==> src/rtl/arm_imm_encoder.sv <==
// Searches for an (imm8, rotate_imm) pair that rotates right by 2*rotate_imm to a 32-bit constant.
// Rotations are checked CHECKS_PER_CYCLE at a time, and the lowest matching rotate wins.
module arm_imm_rot_chk (
    input  logic [31:0] value,
    input  logic [3:0]  rot,
    output logic        hit,
    output logic [7:0]  imm8
);
    logic [5:0]  sh;
    logic [31:0] rol;

    // A right shift by 32 yields 0, so rot=0 reduces to the plain value.
    assign sh   = {1'b0, rot, 1'b0};
    assign rol  = (value << sh) | (value >> (6'd32 - sh));
    assign hit  = (rol[31:8] == 24'd0);
    assign imm8 = rol[7:0];
endmodule

module arm_imm_encoder #(
    parameter int CHECKS_PER_CYCLE = 1,
    parameter bit EARLY_EXIT       = 1'b1
) (
    input  logic        clk,
    input  logic        rst_n,
    input  logic        req_valid,
    output logic        req_ready,
    input  logic [31:0] req_value,
    input  logic        req_carry_in,
    output logic        rsp_valid,
    input  logic        rsp_ready,
    output logic        rsp_found,
    output logic [7:0]  rsp_imm8,
    output logic [3:0]  rsp_rotate,
    output logic [11:0] rsp_operand12,
    output logic        rsp_carry_out,
    output logic        busy
);
    localparam int N = CHECKS_PER_CYCLE;

    if (N != 1 && N != 2 && N != 4 && N != 8 && N != 16) begin : g_bad_param
        $error("arm_imm_encoder: CHECKS_PER_CYCLE must be 1, 2, 4, 8 or 16");
    end

    typedef enum logic [1:0] {IDLE, SEARCH, DONE} state_t;
    state_t state, state_n;

    logic [4:0]  idx;
    logic [31:0] value_r;
    logic        carry_r;
    logic        found_r;
    logic [7:0]  imm_r;
    logic [3:0]  rot_r;

    logic [N-1:0]       lane_hit;
    logic [N-1:0][7:0]  lane_imm;

    for (genvar i = 0; i < N; i++) begin : g_lane
        arm_imm_rot_chk u_chk (
            .value (value_r),
            .rot   (idx[3:0] + 4'(i)),
            .hit   (lane_hit[i]),
            .imm8  (lane_imm[i])
        );
    end

    logic       grp_hit;
    logic [7:0] grp_imm;
    logic [3:0] grp_off;
    logic       last_grp, leave;
    logic       fin_found;
    logic [7:0] fin_imm;
    logic [3:0] fin_rot;

    // Lowest lane wins: scan from the top so lower hits overwrite.
    always_comb begin
        grp_imm = 8'd0;
        grp_off = 4'd0;
        for (int i = N - 1; i >= 0; i--) begin
            if (lane_hit[i]) begin
                grp_imm = lane_imm[i];
                grp_off = 4'(i);
            end
        end
    end

    assign grp_hit  = |lane_hit;
    assign last_grp = (idx + 5'(N)) == 5'd16;
    assign leave    = (state == SEARCH) && ((EARLY_EXIT && grp_hit) || last_grp);

    // An earlier group's record always beats the current group.
    assign fin_found = found_r | grp_hit;
    assign fin_imm   = found_r ? imm_r : (grp_hit ? grp_imm : 8'd0);
    assign fin_rot   = found_r ? rot_r : (grp_hit ? idx[3:0] + grp_off : 4'd0);

    always_comb begin
        state_n = state;
        case (state)
            IDLE:    if (req_valid) state_n = SEARCH;
            SEARCH:  if (leave) state_n = DONE;
            DONE:    if (rsp_ready) state_n = IDLE;
            default: state_n = IDLE;
        endcase
    end

    always_ff @(posedge clk or negedge rst_n) begin
        if (!rst_n) state <= IDLE;
        else        state <= state_n;
    end

    always_ff @(posedge clk or negedge rst_n) begin
        if (!rst_n) begin
            idx           <= 5'd0;
            value_r       <= 32'd0;
            carry_r       <= 1'b0;
            found_r       <= 1'b0;
            imm_r         <= 8'd0;
            rot_r         <= 4'd0;
            rsp_found     <= 1'b0;
            rsp_imm8      <= 8'd0;
            rsp_rotate    <= 4'd0;
            rsp_carry_out <= 1'b0;
        end else if (state == IDLE) begin
            if (req_valid) begin
                value_r <= req_value;
                carry_r <= req_carry_in;
                idx     <= 5'd0;
                found_r <= 1'b0;
            end
        end else if (state == SEARCH) begin
            idx <= idx + 5'(N);
            if (!found_r && grp_hit) begin
                found_r <= 1'b1;
                imm_r   <= grp_imm;
                rot_r   <= idx[3:0] + grp_off;
            end
            if (leave) begin
                rsp_found     <= fin_found;
                rsp_imm8      <= fin_imm;
                rsp_rotate    <= fin_rot;
                rsp_carry_out <= (fin_found && fin_rot != 4'd0) ? value_r[31] : carry_r;
            end
        end
    end

    assign req_ready     = (state == IDLE);
    assign busy          = (state == SEARCH);
    assign rsp_valid     = (state == DONE);
    assign rsp_operand12 = {rsp_rotate, rsp_imm8};
endmodule

==> config.mk <==
export PLATFORM = sky130hd
export DESIGN_NAME = arm_imm_encoder
export DESIGN_NICKNAME = d
export VERILOG_FILES = /design/src/rtl/arm_imm_encoder.sv
export SDC_FILE = /design/constraint.sdc
export NUM_CORES = 1
export LEC_CHECK = 0
export ABC_AREA = 1
export CAP_MARGIN = 20
export CORE_MARGIN = 4
export CORE_UTILIZATION = 58
export CTS_BUF_LIST = sky130_fd_sc_hd__clkbuf_4 sky130_fd_sc_hd__clkbuf_8
export DETAILED_ROUTE_END_ITERATION = 16
export PLACE_DENSITY = 0.84
export SLEW_MARGIN = 40
export SYNTH_ARGS = -nofsm -noshare
export SYNTH_HDL_FRONTEND = slang
export SYNTH_SLANG_ARGS = --single-unit
==> constraint.sdc <==
create_clock -name clk -period 4.24 [get_ports clk]
set_input_delay 1.272 -clock clk [delete_from_list [all_inputs] [get_ports clk]]
set_output_delay 1.272 -clock clk [all_outputs]
set_load 0.1 [all_outputs]
---- Yosys cells after proc, flatten, opt, wreduce, memory -nomap -nowiden ----
Cells that the tools add are included.
W data, S select, Z words.
word-level totals
  bits of input ports ..................... 37
  output and inout bits ................... 29
  word-level logic and storage cells ...... 57
  register bits ........................... 67
operators by class
  bitwise gates (word level) .............. 3
  muxes and demuxes ....................... 17
  add/subtract/negate cells ............... 2
  equal/unequal tests ..................... 6
  shift operators ......................... 2
  reductions and logical operators ........ 16
operators by type and width
  kind                   count
  $or A32 B32 Y32        1
  $shl A32 B5 Y32        1
  $shr A32 B6 Y32        1
  $logic_not A24 Y1      1
  $mux W8                3
  $mux W5                3
  $reduce_and A3 Y1      4
  $mux W4                2
  $mux W2                3
  $pmux W2 S3            1
  $sub A6 B5 Y6 const A  1
  $add A5 B1 Y5 const B  1
  $eq A5 B5 Y1 const B   1
  $mux W1                5
  $ne A2 B1 Y1 const B   2
  $reduce_and A2 Y1      2
  $reduce_bool A2 Y1     2
  $reduce_bool A4 Y1     1
  $logic_and A1 B1 Y1    3
  $eq A2 B1 Y1 const B   1
  $eq A2 B2 Y1 const B   1
  $logic_not A2 Y1       1
  $ne A2 B2 Y1 const B   1
  $logic_not A1 Y1       1
  3 further kinds        3

---- Longest topological paths before layout ----
  depth in word-level cells ............... 9
  mapped depth ............................ 25
  depth with buffers taken out ............ 22

---- Cells and area by module ----
From an unflattened synthesis, not the netlist that was laid out.
second synthesis, totals
  cell total of the unflattened synthesis .. 777
  area, all modules ....................... 4,997.3 um^2
by module, submodules not included
  module           instances  cells each  area each (um^2)
  arm_imm_encoder  1          345         2,917.8
  arm_imm_rot_chk  1          432         2,079.5

---- Least setup slack after synthesis ----
No wires, ideal clock.
  kind .................................... register to register
  start point ............................. register idx[1]
  end point ............................... register imm_r[3]
  data arrival time ....................... 2.928 ns
  cell stages (with the launch flop) ...... 23
  slack ................................... 1.195 ns
  data required time ...................... 4.124 ns
  path buffers ............................ 4
  cell sequence ........................... dfrtp_1 inv_1 clkbuf_1 ha_1 buf_2 inv_1 clkbuf_1 nand3_1 nand2_1 nand2_1 nor2_1 nand3_1 nand3_1 nor2_1 nor2_2 nand2_4 nor2_8 inv_2 nor2_4 inv_2 buf_6 nand2_1 nand2_1
between the ends
  longest elaborated chain between the ends .. 6
RTL lines
  element                             line  source
  start: declaration                  47    logic [4:0] idx;
  start signal: assignment            130   idx <= idx + 5'(N);
  $sub A6 B5 Y6                       14    assign rol = (value << sh) | (value >> (6'd32 - sh));
  $shr A32 B6 Y32                     14
  $or A32 B32 Y32 *                   14
  $logic_not A24 Y1                   15    assign hit = (rol[31:8] == 24'd0);
  $logic_and A1 B1 Y1                 131   if (!found_r && grp_hit) begin
  $reduce_and A3 Y1 (no source line)  n/a
  end signal: assignment              133   imm_r <= grp_imm;
  end: declaration                    51    logic [7:0] imm_r;
Mark *: on every way between the ends. The rest lies on a longest branch, timed or not.
A chain may end at the register's enable or synchronous reset.

---- Final worst setup path ----
  start point ............................. register idx[0]
  end point ............................... register rsp_imm8[6]
between the ends
  longest elaborated chain between the ends .. 7
RTL lines
  element                                         line    source
  $sub A6 B5 Y6                                   14
  $shr A32 B6 Y32                                 14
  $or A32 B32 Y32                                 14
  $logic_not A24 Y1                               15
  $mux W8 or $logic_or A1 B1 Y1 (tied branches)   79, 88
  $mux W8 or $logic_and A1 B1 Y1 (tied branches)  92, 88
  $mux W8 or $reduce_and A3 Y1 (tied branches)    n/a
  end signal: assignment                          138     rsp_imm8 <= fin_imm;
  end: declaration                                32      output logic [7:0] rsp_imm8,
Several ways; a longest one is shown, not always the timed one.

==> reports/metrics.csv <==
stage,metric,value,unit
outcome,outcome,completed,
worst_setup_path,critPathMaxFanout,37,
clocking,cts_resized,0,
worst_hold_path,hp-start,imm_r[6],
layout,fill_cells,739,
timing,worst_clock_skew,15.11,ps
logic_synthesis,syn_area,0.004905,mm^2
clocking,clk_latency,350,ps
worst_setup_path,r2r_cells,21,
logic_synthesis,synth_flop_cell,dfrtp_1,
route,drt_iter0_drc,455,
die,die_w,99.96,um
route,drt-pass1-iter-count,6,
timing,post-route-min-period,3575,ps
clocking,numCtsBuffers,9,
timing,setup_violations,0,
global_routing,grt_overflow,0,
timing,slew_headroom,52.51,%
die,core_area,0.008217,mm^2
layout,area_growth,12.27,%
logic_synthesis,ys_top_cells_by_area,"dfrtp_1 34%, nand2_1 27%, nand3_1 10%",
logic_synthesis,synth_seq_cells,67,
route,routed_wl,14.01,mm
logic_synthesis,synthCells,768,
route,drcViolationCount,0,
route,vias,5222,
worst_setup_path,cp_data_arrival_time,3860,ps
route,top_layer,met4,
die,io_pins,66,
timing,hold_viol_final,0,
clocking,root_buffer,clkbuf_8,
logic_synthesis,synth_top_area_share,34.18,%
logic_synthesis,synth_warnings,0,
global_routing,antenna_found_initial,0,
route,wl_met3,903,um
route,wl_met2,6.926,mm
timing,finalCritPeriodShare,84.31,%
logic_synthesis,synth_common_cells,"350 x nand2_1, 101 x nand3_1, 67 x dfrtp_1, 57 x nor2_1, 25 x o21ai_0",
logic_synthesis,yosysSeqAreaShare,34.18,%
clocking,cts_setup_buffers,0,
clocking,cts_hold_buf,0,
route,wl_met1,5.960,mm
place,place_hpwl,10.52,mm
job,max_cap_viol_count,0,
timing,fmax,279.7,MHz
worst_setup_path,crit-reg2reg-launch,idx[0],
worst_setup_path,end_kind,flip-flop,
route,routedWlPerCell,15.36,um
clocking,clock-sinks,67,
timing,tightest_slew,712.3,ps
global_routing,grt_max_degree,51,
layout,drive_above_1_share,9.913,%
worst_hold_path,whs_endpoint,imm_r[6],
layout,num_antenna_cells,0,
die,die_height,99.96,um
logic_synthesis,synth_most_common_cell,nand2_1,
place,port_buffers,65,
global_routing,grt_pass1_vias,4873,
route,ant_nets,0,
route,via_per_inst,5.726,
worst_hold_path,hold_path_class,reg -> reg,
die,die_area,0.009992,mm^2
clocking,cts_max_level,3,
clocking,cts_tree,yes,
worst_setup_path,cp-startpoint,idx[0],
worst_hold_path,min_path_cells,2,
global_routing,grt_pass1_wl,23.26,mm
clocking,clk_path_buf_depth,2,
logic_synthesis,synth-edff-count,0,
clocking,clkTransAtPathRegs,80,ps
worst_setup_path,worstSetupPathType,reg -> reg,
logic_synthesis,syn_area_per_cell,6.386,um^2
global_routing,grtUsageTotal,28.69,%
timing,fin_tns_setup,0,ps
place,gp_congestion,0.9623,
worst_setup_path,required,4530,ps
worst_setup_path,r2r_slack,670,ps
die,row_count,33,
timing,drv_slew,0,
logic_synthesis,synth_nets,807,
layout,nets,842,
worst_setup_path,startpoint_type,flip-flop,
logic_synthesis,ys_types,39,
die,start_util,59.69,%
worst_setup_path,r2r_end,rsp_imm8[6],
logic_synthesis,synth_largest_area_cell,dfrtp_1,
timing,rsz0062_at_grt,no,
logic_synthesis,synthArstFlopShare,100.0,%
routing by layer:
metal / track usage (%) / vias up
li1: - / 2561
met1: 37.99 / 2415
met2: 49.92 / 225
met3: 2.710 / 21
met4: 8.298 / 0
met5: 0 / -
registers in the layout, summed over array words and instances, names as in the netlist, 2 cells and up:
signal and count:
rsp_rotate 4, state 2, rsp_imm8 8, imm_r 8, value_r 32, idx 5, rot_r 4
area by class of cell:
| class | count | area [um^2] | share of cell area (%) |
|---|---|---|---|
| Clock inverter | 6 | 67.56 | 1.227 |
| Timing Repair Buffer | 72 | 558.0 | 10.13 |
| Clock buffer | 9 | 123.9 | 2.249 |
| Tap cell | 105 | 131.4 | 2.386 |
| Inverter | 27 | 105.1 | 1.909 |
| Sequential cell | 67 | 1677 | 30.45 |
| Multi-Input combinational cell | 626 | 2844 | 51.65 |
per-stage QoR:
stage          utilization (%)  setup slack, ps  hold slack [ps]  cell area, um^2  std cells
6_report                 67.02            665.3            485.6             5507        912
5_1_grt                  67.02            210.9            516.2             5507        912
4_1_cts                  67.02            672.5            486.7             5507        912
3_5_place_dp             64.69            712.6            467.4             5315        897
3_3_place_gp             66.36            845.5            461.0             5453        897
2_1_floorplan                -             1195            449.6             4905        768
cell families (layout without fill, tap and decap cells):
family                   after synthesis  after routing  share of synthesized area (%)
AO/OA/AOI/OAI                         93             93                          11.68
AND/OR/NAND/NOR                      528            528                          44.87
adder cells (fa/ha/maj)                2              2                         0.5101
XOR/XNOR                               3              3                         0.9185
flip-flops                            67             67                          34.18
buffers and inverters                 75            114                          7.831
worst max-delay path, cell delays in order (launching register included):
cell	delay, ps
dfrtp_1	420
inv_4	290
ha_1	310
inv_1	530
nand3_1	160
nand2_1	130
nand2_1	60
nand2_1	110
nand2_1	60
nor2_1	90
nand2_1	60
nand2_1	50
nand2_1	80
nor2_4	180
nand2_4	100
nand2_2	90
inv_2	60
nor2_8	220
inv_2	180
a21oi_1	150
o21ai_0	100
nand2_1	70
cells in the final DEF, fill, tap and decap left out, types with 9 or more instances in the layout:
cell type	synthesis	final
buf_4	15	9
clkdlybuf4s50_1	0	35
buf_2	10	28
a21oi_1	23	23
dfrtp_1	67	67
nand2_1	350	350
inv_1	19	19
nand3_1	101	101
o21ai_0	25	25
clkbuf_8	0	9
nor2_1	57	57
worst max-delay path by stage:
stage | cells past startpoint | slack, ps | end
5_1_grt | 19 | 210 | rsp_imm8[7]
6_report | 21 | 670 | rsp_imm8[6]
2_1_floorplan | 22 | 1200 | imm_r[3]
3_3_place_gp | 21 | 850 | rsp_imm8[7]
3_5_place_dp | 21 | 710 | rsp_imm8[6]
4_1_cts | 20 | 670 | rsp_imm8[1]
Power is not shown: default switching activity piles up to over one toggle a cycle in this logic, so the estimate is an artifact.
